===== src/rtl/beam_sum_i2s_tx.sv =====
// ---------------------------------------------------------------------------
// beam_sum_i2s_tx
//
// Output stage of the beamformer. Takes one sample set (one PCM sample per
// channel) and averages it into a single beam sample. A one-deep holding
// register stores that sample. The frame engine then sends the held word as
// mono I2S: the same word goes out in the left half and again in the right
// half. Data is MSB first, starting one slot after each ws edge.
//
// Ports:
//   clk       - single clock, all state changes on posedge
//   rst_n     - synchronous active-low reset
//   enable    - run request, only looked at on frame boundaries (and in IDLE)
//   data_in   - NUM_CHANNELS packed samples, channel 0 in the LSBs
//   in_valid  - data_in carries a new sample set
//   in_ready  - holding register empty, a sample set will be accepted
//   sd        - I2S serial data
//   ws        - I2S word select, 0 = left half, 1 = right half
//   underrun  - one-cycle pulse when a frame starts with nothing held
// ---------------------------------------------------------------------------
module beam_sum_i2s_tx #(
  parameter int NUMBER_OF_BITS = 8,
  parameter int NUM_CHANNELS   = 2,
  parameter int WS_HALF_PERIOD = 16
) (
  input  logic                                   clk,
  input  logic                                   rst_n,
  input  logic                                   enable,
  input  logic [NUM_CHANNELS*NUMBER_OF_BITS-1:0] data_in,
  input  logic                                   in_valid,
  output logic                                   in_ready,
  output logic                                   sd,
  output logic                                   ws,
  output logic                                   underrun
);

  localparam int LOG2_CH = $clog2(NUM_CHANNELS);
  localparam int SUM_W   = NUMBER_OF_BITS + LOG2_CH;
  localparam int SLOT_W  = $clog2(WS_HALF_PERIOD);
  localparam logic [SLOT_W-1:0] LAST_SLOT = SLOT_W'(WS_HALF_PERIOD - 1);

  typedef enum logic [1:0] {
    IDLE  = 2'd0,
    LEFT  = 2'd1,
    RIGHT = 2'd2
  } state_t;

  state_t                      state, state_next;
  logic [SLOT_W-1:0]           slot, slot_next;
  logic [NUMBER_OF_BITS-1:0]   tx_word, tx_word_next;
  logic [NUMBER_OF_BITS-1:0]   hold, hold_next;
  logic                        hold_valid, hold_valid_next;
  logic                        sd_next, ws_next, underrun_next, in_ready_next;
  logic                        frame_start;

  logic signed [SUM_W-1:0]          acc;
  logic signed [SUM_W-1:0]          ch_ext;
  logic signed [NUMBER_OF_BITS-1:0] ch;
  logic [NUMBER_OF_BITS-1:0]        mean;

  // Channel average. The sum gets log2(NUM_CHANNELS) guard bits so it can
  // never wrap. The arithmetic shift floors toward minus infinity. After the
  // shift the result always fits back into NUMBER_OF_BITS.
  always_comb begin
    acc    = '0;
    ch     = '0;
    ch_ext = '0;
    for (int i = 0; i < NUM_CHANNELS; i++) begin
      ch     = data_in[i*NUMBER_OF_BITS +: NUMBER_OF_BITS];
      ch_ext = SUM_W'(ch);
      acc    = acc + ch_ext;
    end
    mean = NUMBER_OF_BITS'(acc >>> LOG2_CH);
  end

  // Frame sequencing, hold register handshake and next values of every
  // registered output.
  //
  // The hold register is loaded after the frame-start decision. A sample set
  // accepted in the same cycle as an empty frame start therefore does not go
  // out in that frame; it waits in the hold register for the next frame.
  //
  // The serial bit comes from the slot being entered. Because of that, sd
  // lines up with ws and the one-slot I2S delay without needing an extra
  // pipeline stage.
  always_comb begin
    state_next      = state;
    slot_next       = slot;
    tx_word_next    = tx_word;
    hold_next       = hold;
    hold_valid_next = hold_valid;
    underrun_next   = 1'b0;
    frame_start     = 1'b0;

    case (state)
      IDLE: begin
        if (enable) frame_start = 1'b1;
      end
      LEFT: begin
        if (slot == LAST_SLOT) begin
          state_next = RIGHT;
          slot_next  = '0;
        end else begin
          slot_next = slot + SLOT_W'(1);
        end
      end
      RIGHT: begin
        if (slot == LAST_SLOT) begin
          if (enable) begin
            frame_start = 1'b1;
          end else begin
            state_next = IDLE;
            slot_next  = '0;
          end
        end else begin
          slot_next = slot + SLOT_W'(1);
        end
      end
      default: begin
        state_next = IDLE;
        slot_next  = '0;
      end
    endcase

    if (frame_start) begin
      state_next = LEFT;
      slot_next  = '0;
      if (hold_valid) begin
        tx_word_next    = hold;
        hold_valid_next = 1'b0;
      end else begin
        tx_word_next  = '0;
        underrun_next = 1'b1;
      end
    end

    if (in_valid && !hold_valid) begin
      hold_next       = mean;
      hold_valid_next = 1'b1;
    end

    ws_next       = (state_next == RIGHT);
    in_ready_next = !hold_valid_next;

    // Slot k (1..NUMBER_OF_BITS) carries tx_word bit NUMBER_OF_BITS-k.
    sd_next = 1'b0;
    if (state_next != IDLE) begin
      for (int b = 0; b < NUMBER_OF_BITS; b++) begin
        if (slot_next == SLOT_W'(NUMBER_OF_BITS - b)) sd_next = tx_word_next[b];
      end
    end
  end

  // State and output registers. Reset discards any held sample.
  always_ff @(posedge clk) begin
    if (!rst_n) begin
      state      <= IDLE;
      slot       <= '0;
      tx_word    <= '0;
      hold       <= '0;
      hold_valid <= 1'b0;
      sd         <= 1'b0;
      ws         <= 1'b0;
      underrun   <= 1'b0;
      in_ready   <= 1'b1;
    end else begin
      state      <= state_next;
      slot       <= slot_next;
      tx_word    <= tx_word_next;
      hold       <= hold_next;
      hold_valid <= hold_valid_next;
      sd         <= sd_next;
      ws         <= ws_next;
      underrun   <= underrun_next;
      in_ready   <= in_ready_next;
    end
  end

endmodule

===== config.mk =====
export PLATFORM = sky130hd
export DESIGN_NAME = beam_sum_i2s_tx
export DESIGN_NICKNAME = d
export VERILOG_FILES = /design/src/rtl/beam_sum_i2s_tx.sv
export SDC_FILE = /design/constraint.sdc
export NUM_CORES = 1
export LEC_CHECK = 0
export CAP_MARGIN = 25
export CELL_PAD_IN_SITES_DETAIL_PLACEMENT = 1
export CELL_PAD_IN_SITES_GLOBAL_PLACEMENT = 1
export CORE_MARGIN = 2
export CORE_UTILIZATION = 25
export CTS_CLUSTER_SIZE = 8
export DETAILED_ROUTE_END_ITERATION = 16
export PLACE_DENSITY_LB_ADDON = 0.05
export SETUP_SLACK_MARGIN = 0.02
export SLEW_MARGIN = 40
export SYNTH_ARGS = -nofsm -noshare
export SYNTH_HDL_FRONTEND = slang
export SYNTH_SLANG_ARGS = --single-unit

===== constraint.sdc =====
create_clock -name clk -period 1.8 [get_ports clk]
set_clock_uncertainty 0.05 [all_clocks]
set_input_delay 0.27 -clock clk [delete_from_list [all_inputs] [get_ports clk]]
set_output_delay 0.27 -clock clk [all_outputs]
set_load 0.02 [all_outputs]

==> results.tsv, run 1 <==
metric	value	unit
outcome	complete, but fails checks	
failing checks	negative setup slack	
syn avg cell area	8.21	µm²
Initial Util	25.4	%
Synth area leaders	dfxtp_1, a21oi_1, ha_1, nand2_1, nor2_1	
antenna violations before repair	0	
clk slew on worst S/H paths	0.09	ns
Worst Path Max Fanout	6	
FF-to-FF path depth	9	
Pwr Density	582	nW/µm²
TritonCTS buffer count	3	
maximum clock insertion buffer count	2	
r2r setup slk	-0.05	ns
Nets	293	
Synth Register Bits	27	
routed vias	1653	
reg2reg start	slot[0]	
leading area contributor after synthesis	dfxtp_1	
YS warnings	0	
Skew-Pair Late Insertion Delay	0.27	ns
gr ovfl total	0	
die height	83.6	µm
hpwl dp	3.84	mm
hold depth	2	
Die Width	83.6	µm
final cell count without fillers	340	
largest net degree at the start of global routing	21	
Port-buffer cells	23	
FFs w/ async S/R, synth	0	%
drt wl/cell	14.6	µm
Hold Path End	tx_word[4]	
initial DRC count	48	
Root Buffer	clkbuf_8	
Layout area overhead	58.0	%
number of global-route vias before repair	1839	
Post-DP Area	2200	µm²
unrepaired setup endpoints after global routing	yes	
worst min-delay path class	flop to flop	
WP data required	1.96	ns
fraction of layout cells with a size suffix above 1	37.3	%
Die Footprint	6990	µm²
final hold viol count	0	
Setup CP Type	flop to flop	
Final Wtd Congestion	0.709	
# DRC	0	
Synth Instances	193	
DRT antenna net count	0	
I/O pins	24	
DP Worst Slack	-0.683	ns
P_leak	1.06	nW
Post-CTS Hold Buffers	0	
startpoint types	flop	
Synth top area share	34.1	%
worst r2r dst	sd	
n_diodes	0	
synthesized cell area	1580	µm²
final worst slack	-0.0546	ns
htree depth	1	
Routed Wire Length	4.96	mm
Synth Flop Type	dfxtp_1	
TritonCTS clock tree	built	
hold path start	tx_word[4]	
Maximum Capacitance Violations	0	
final core occ	40.1	%
worst-margin pin slew	0.449	ns
routed vias/inst	4.86	
placed insts	325	
Critical Path AT	2.01	ns
count leader, synth	dfxtp_1	
first-pass GRT wire length	8.20	mm
Final period util	103	%
Worst slew margin	69.6	%
Final setup viols	1	
Seq/Total Area, Yosys	34.1	%
Max VDD drop	0.321	mV
Yosys cell types	49	
final instance area	2500	µm²
PnR Total Power	1.46	mW
Rows	29	
post-route minimum period	1.85	ns
number of enable flip-flop cells after synthesis	0	
CP Capture Type	flop	
clk sinks	27	
Total GRT Usage	14.2	%
syn nets	222	
Core Area	6240	µm²
DR pass1 iterations	4	
fmax	539	MHz
Synth top cells by count	dfxtp_1, a21oi_1, nand2_1	
pins over their slew limit	0	
-- cells by family after synthesis --
kind of cell    synth area share, %
compound gates                 25.5
xor+xnor                       1.11
fa+ha+maj                      7.58
buf+inv                        6.95
flops                          34.1
mux                            1.26
simple gates                   23.5
-- what timing repair did --
item,4_1_cts,5_1_grt
setup buffers,8,3
endpoints found under the setup margin,7,6
pin swaps,16,21
gates resized for setup,31,21
gates cloned,0,0
-- state kept, by name, indices dropped and copies added, names as in the netlist --
name        cells
hold_valid      1
sd              1
slot            4
underrun        1
ws              1
tx_word         8
in_ready        1
state           2
hold            8
-- stage by stage --
stage	hold slack [ns]	TNS [ns]
final	0.416	-0.0546
after global routing	0.438	-0.215
after global placement	0.394	-4.69
after detailed placement	0.400	-5.54
after floorplan	0.338	0
after CTS	0.417	-0.0981
-- layer usage --
| metal | vias up | GRT usage (%) | share of wire, % |
|---|---|---|---|
| met4 | 0 | 3.96 | 1.4 |
| li1 | 831 | - | - |
| met3 | 7 | 1.68 | 1.5 |
| met1 | 791 | 15.1 | 42 |
| met2 | 24 | 28.8 | 55 |
| met5 | - | 0 | 0 |
-- worst max path at each step --
stage	depth (start not counted)	startpoint	endpoint	slack, ns
after floorplan	9	data_in[1]	hold[7]	0.03
after CTS	9	slot[1]	sd	-0.1
after global placement	10	data_in[1]	hold[7]	-0.58
final	9	slot[0]	sd	-0.05
after detailed placement	10	data_in[1]	hold[7]	-0.68
after global routing	8	slot[0]	sd	-0.21
-- critical path, stage by stage, from the launching register on --
cell and delay, ns:
dfxtp_2 0.35, ha_4 0.19, and4_4 0.19, buf_4 0.14
a22oi_2 0.12, o22ai_1 0.09, buf_4 0.15, o32ai_2 0.25
a32oi_1 0.13, o22ai_1 0.12
-- cells in the final DEF (no fill, tap or decap), types with 3 or more instances in the layout --
cell / count
buf_4: 47
dfxtp_1: 21
a21oi_1: 18
nor2_1: 17
nand2_1: 16
clkdlybuf4s50_1: 14
inv_1: 9
and3_1: 7
a21oi_2: 5
nand3_1: 5
ha_1: 5
dfxtp_2: 5
nor2b_1: 4
o21ai_1: 4
o21a_1: 4
clkdlybuf4s15_1: 4
buf_6: 4
inv_2: 3
o21ai_0: 3
a32oi_1: 3
nor3_1: 3
ha_4: 3
clkbuf_8: 3
dlygate4sd2_1: 3
-- area by class of cell --
class                           count  area (µm²)
Inverter                           12        45.0
Clock buffer                        3        41.3
Sequential cell                    27         551
Fill cell                         742        3740
Clock inverter                      1        5.00
Timing Repair Buffer               76         669
Multi-Input combinational cell    144        1090
Tap cell                           77        96.3
-- power breakdown --
group | internal (mW) | switching [mW]
Clock | 0.155 | 0.196
Combinational | 0.244 | 0.209
Sequential | 0.627 | 0.0255
Total | 1.03 | 0.430
(Power assumes the default switching activity.)
==> run 2, diff against run 1 <==
--- a/config.mk
+++ b/config.mk
@@ -10,3 +10,2 @@
 export CELL_PAD_IN_SITES_GLOBAL_PLACEMENT = 1
-export CORE_MARGIN = 2
 export CORE_UTILIZATION = 25
--- a/constraint.sdc
+++ b/constraint.sdc
@@ -4,2 +4,2 @@
 set_output_delay 0.27 -clock clk [all_outputs]
-set_load 0.02 [all_outputs]
+set_load 0.005 [all_outputs]
==> results.tsv, run 2 (synthesized netlist as in run 1, its figures left out) <==
metric	value	unit
outcome	complete, but fails checks	
failing checks	negative setup slack	
pins over their slew limit	0	
Final setup viols	1	
top flop regs	hold x8, tx_word x8, slot x4	
antenna violations before repair	0	
CP Capture Type	flop	
Core Area	6030	µm²
# DRC	0	
most frequent cells in the layout	buf_4, dfxtp_1, a21oi_1	
DRT antenna net count	0	
Hold Slack	0.392	ns
startpoint types	flop	
hpwl dp	3.82	mm
maximum clock insertion buffer count	2	
TritonCTS buffer count	3	
CP delay by family, top	compound AO/OA/AOI/OAI gates	
drt wl/cell	14.4	µm
n_diodes	0	
Port-buffer cells	23	
Worst slew margin	76.6	%
worst-margin pin slew	0.351	ns
unrepaired setup endpoints after global routing	yes	
fraction of layout cells with a size suffix above 1	41.1	%
Die Width	81.6	µm
reg2reg start	slot[0]	
P_leak	1.08	nW
worst path bufs/invs	0	
final core occ	42.3	%
TritonCTS clock tree	built	
die height	81.6	µm
htree depth	1	
largest net degree at the start of global routing	17	
initial DRC count	27	
Maximum Capacitance Violations	0	
fmax	533	MHz
worst r2r dst	sd	
Critical Path Source	slot[0]	
clk sinks	27	
routed vias	1670	
gr ovfl total	0	
Nets	300	
number of global-route vias before repair	1787	
PnR Total Power	1.46	mW
FF-to-FF path depth	8	
post-route minimum period	1.88	ns
Post-CTS Hold Buffers	0	
worst min-delay path class	input pin to flop	
slowest CP cell	dfxtp_4	
Setup CP Type	flop to flop	
Final Wtd Congestion	0.714	
first-pass GRT wire length	8.24	mm
placed insts	328	
DR pass1 iterations	4	
Skew-Pair Late Insertion Delay	0.28	ns
Root Buffer	clkbuf_8	
Hold Path End	hold[0]	
WP data required	1.92	ns
most common cell after layout, fill and taps aside	buf_4	
Routed Wire Length	4.98	mm
Worst Path Max Fanout	6	
Total GRT Usage	16.1	%
clk slew on worst S/H paths	0.10	ns
Critical Path AT	2.00	ns
Rows	28	
hold depth	4	
Final period util	104	%
final hold viol count	0	
crit-path max cell delay	0.38	ns
Max VDD drop	0.277	mV
I/O pins	24	
Pwr Density	573	nW/µm²
crit path cell chain	ha_4 -> and4_4 -> a32oi_2 -> o22a_1 -> a211oi_2 -> o32ai_2 -> a32oi_1 -> o22ai_1	
hold path start	data_in[1]	
Die Footprint	6660	µm²
final cell count without fillers	345	
Initial Util	26.3	%
Layout area overhead	61.0	%
routed vias/inst	4.84	
r2r setup slk	-0.08	ns
final worst slack	-0.0762	ns
==> run 2: worst reg2reg max path: stages (launching register included) <==
cell and delay, ns:
dfxtp_4 0.38, ha_4 0.20, and4_4 0.26, a32oi_2 0.05
o22a_1 0.24, a211oi_2 0.18, o32ai_2 0.11, a32oi_1 0.21
o22ai_1 0.09
==> run 2: timing repair <==
item | in CTS | in global routing
endpoints found under the setup margin | 10 | 7
pin swaps | 20 | 17
gates resized for setup | 39 | 23
buffers inserted | 11 | 2
gates cloned | 0 | 0
==> run 2: routing by layer <==
layer | vias to the layer above | track usage, % | wire length (µm)
met1 | 801 | 16.7 | 2040
met3 | 5 | 1.78 | 77
met2 | 19 | 32.8 | 2810
met4 | 0 | 5.44 | 61
li1 | 845 | - | -
met5 | - | 0 | 0
==> run 2: cell type report <==
| cell class | count | area (µm²) |
|---|---|---|
| clock buffers | 3 | 41.3 |
| clock inverters | 1 | 7.51 |
| fillers | 719 | 3480 |
| inverters | 12 | 45.0 |
| multi-input cells | 144 | 1130 |
| flip-flops and latches | 27 | 553 |
| well taps | 75 | 93.8 |
| repair buffers | 83 | 674 |
==> run 2: per-stage QoR <==
step | setup TNS (ns) | instance area (µm²) | worst slack [ns]
final | -0.0762 | 2550 | -0.0762
after global routing | -0.305 | 2550 | -0.211
after CTS | -0.138 | 2470 | -0.0997
after detailed placement | -5.37 | 2210 | -0.658
after global placement | -4.76 | 2210 | -0.577
after floorplan | 0 | 1600 | 0.0347
==> run 2: report_power, final <==
| group | total, mW | internal, mW | switching [mW] |
|---|---|---|---|
| Clock | 0.352 | 0.157 | 0.195 |
| Combinational | 0.454 | 0.253 | 0.201 |
| Sequential | 0.655 | 0.625 | 0.0298 |
| Total | 1.46 | 1.04 | 0.426 |
==> run 2: how the worst max path moves through the flow <==
stage / slack, ns / cells after the start / endpoint
after global routing: -0.21 / 9 / sd
after floorplan: 0.03 / 9 / hold[7]
after CTS: -0.1 / 9 / sd
after detailed placement: -0.66 / 10 / hold[7]
final: -0.08 / 8 / sd
after global placement: -0.58 / 10 / hold[7]
==> run 3, diff against run 2 <==
Settings changed: CORE_MARGIN set to 3.
==> results.tsv, run 3 (synthesized netlist as in run 1, its figures left out) <==
metric	value	unit
outcome	complete, but fails checks	
failing checks	negative setup slack	
most common cell after layout, fill and taps aside	buf_4	
reg2reg start	slot[0]	
drt wl/cell	14.4	µm
worst-margin pin slew	0.482	ns
Rows	28	
Skew-Pair Late Insertion Delay	0.28	ns
Internal Power	1.03	mW
Hold Path End	hold[0]	
Root Buffer	clkbuf_8	
Die Footprint	7330	µm²
number of global-route vias before repair	1846	
sequential power share	44.5	%
TritonCTS clock tree	built	
clk slew on worst S/H paths	0.10	ns
top flop regs	hold x8, tx_word x8, slot x4	
worst min-delay path class	input pin to flop	
Nets	297	
# DRC	0	
final worst slack	-0.155	ns
n_diodes	0	
Layout area overhead	58.3	%
fmax	511	MHz
Die Width	85.6	µm
routed vias	1691	
Max VDD drop	0.321	mV
CP delay by family, top	compound AO/OA/AOI/OAI gates	
Total GRT Usage	13.8	%
I/O pins	24	
fraction of layout cells with a size suffix above 1	39.7	%
slowest CP cell	dfxtp_4	
CP dominant cell by count	o22ai_1	
Worst slew margin	67.8	%
r2r setup slk	-0.16	ns
Core Area	6030	µm²
DP Worst Slack	-0.663	ns
htree depth	1	
Final setup viols	1	
Clk network pwr share	25.0	%
Maximum Capacitance Violations	0	
Post-DP Area	2220	µm²
hold depth	4	
pins over their slew limit	0	
Comb power frac	30.5	%
die height	85.6	µm
first-pass GRT wire length	8.36	mm
final hold viol count	0	
antenna violations before repair	0	
initial DRC count	46	
gr ovfl total	0	
Critical Path AT	2.11	ns
Switch Pwr	0.438	mW
CP Capture Type	flop	
FF-to-FF path depth	8	
Final Wtd Congestion	0.763	
Switching Fraction	29.8	%
WP data required	1.95	ns
hpwl dp	4.00	mm
P_leak	1.07	nW
Post-CTS Hold Buffers	0	
Port-buffer cells	23	
Worst Path Max Fanout	4	
post-route minimum period	1.96	ns
Initial Util	26.3	%
startpoint types	flop	
crit-path max cell delay	0.37	ns
worst path bufs/invs	1	
maximum clock insertion buffer count	2	
clk sinks	27	
DR pass1 iterations	4	
Final period util	109	%
routed vias/inst	4.94	
TritonCTS buffer count	3	
largest net degree at the start of global routing	17	
final instance area	2510	µm²
most frequent cells in the layout	buf_4, dfxtp_1, a21oi_1	
hold path start	data_in[1]	
Pwr Density	585	nW/µm²
crit path cell chain	buf_6 -> and4b_1 -> a311oi_4 -> o21ai_2 -> o311ai_2 -> nor3b_2 -> o22ai_1 -> o22ai_1	
DRT antenna net count	0	
unrepaired setup endpoints after global routing	yes	
worst r2r dst	sd	
Routed Wire Length	4.93	mm
Setup CP Type	flop to flop	
[run 3: cell types whose count changed in the layout (fill, tap and decap cells not counted), moves of 2 or more]
cell / delta
a32oi_1: +2
a32oi_2: -2
buf_4: -4
clkbuf_2: +2
clkdlybuf4s15_1: -2
nor2_1: -2
[run 3: worst max-delay path by stage]
stage / cells after the start / slack (ns) / from / end
after floorplan: 9 / 0.03 / data_in[1] / hold[7]
after global routing: 8 / -0.25 / slot[0] / sd
after global placement: 10 / -0.58 / data_in[1] / hold[7]
after detailed placement: 10 / -0.66 / data_in[1] / hold[7]
after CTS: 8 / -0.13 / slot[1] / sd
final: 8 / -0.16 / slot[0] / sd
[run 3: layout make-up]
cell class	instances	area, µm²
clock inverters	1	7.51
multi-input cells	144	1110
flip-flops and latches	27	557
repair buffers	80	649
inverters	12	45.0
well taps	75	93.8
clock buffers	3	41.3
fillers	707	3520
[run 3: power by group through the flow]
stage          combinational (mW)  sequential [mW]  clock [mW]
6_report                    0.448            0.653       0.367
5_1_grt                     0.494            0.658       0.408
4_1_cts                     0.412            0.655       0.386
3_5_place_dp                0.375            0.668           0
3_3_place_gp                0.364            0.666           0
2_1_floorplan               0.197            0.656           0
[run 3: through the flow]
step                total power, mW  std cells  utilization (%)  hold slack, ns  setup TNS [ns]
floorplan                     0.853        193                -           0.338               0
global placement               1.03        329             36.9           0.390           -4.68
detailed placement             1.04        329             36.9           0.399           -5.21
CTS                            1.45        341             39.8           0.415          -0.135
global route                   1.56        342             41.6           0.407          -0.312
finish                         1.47        342             41.6           0.387          -0.155
[run 3: timing repair]
action,4_1_cts,5_1_grt
pin swaps,13,12
resized for setup,28,37
buffers inserted,9,2
endpoints found under the setup margin,8,8
[run 3: tightest hold or removal path: cells and delay by family]
kind,cells,cell delay (ns)
buf+inv,2,0.15
fa+ha+maj,1,0.19
compound gates,1,0.06
[run 3: per-layer routing]
metal,GRT usage [%],wire [µm],vias up
met3,1.15,100,9
met1,14.9,2000,817
met2,27.6,2730,25
met5,0,0,-
met4,5.04,104,0
li1,-,-,840
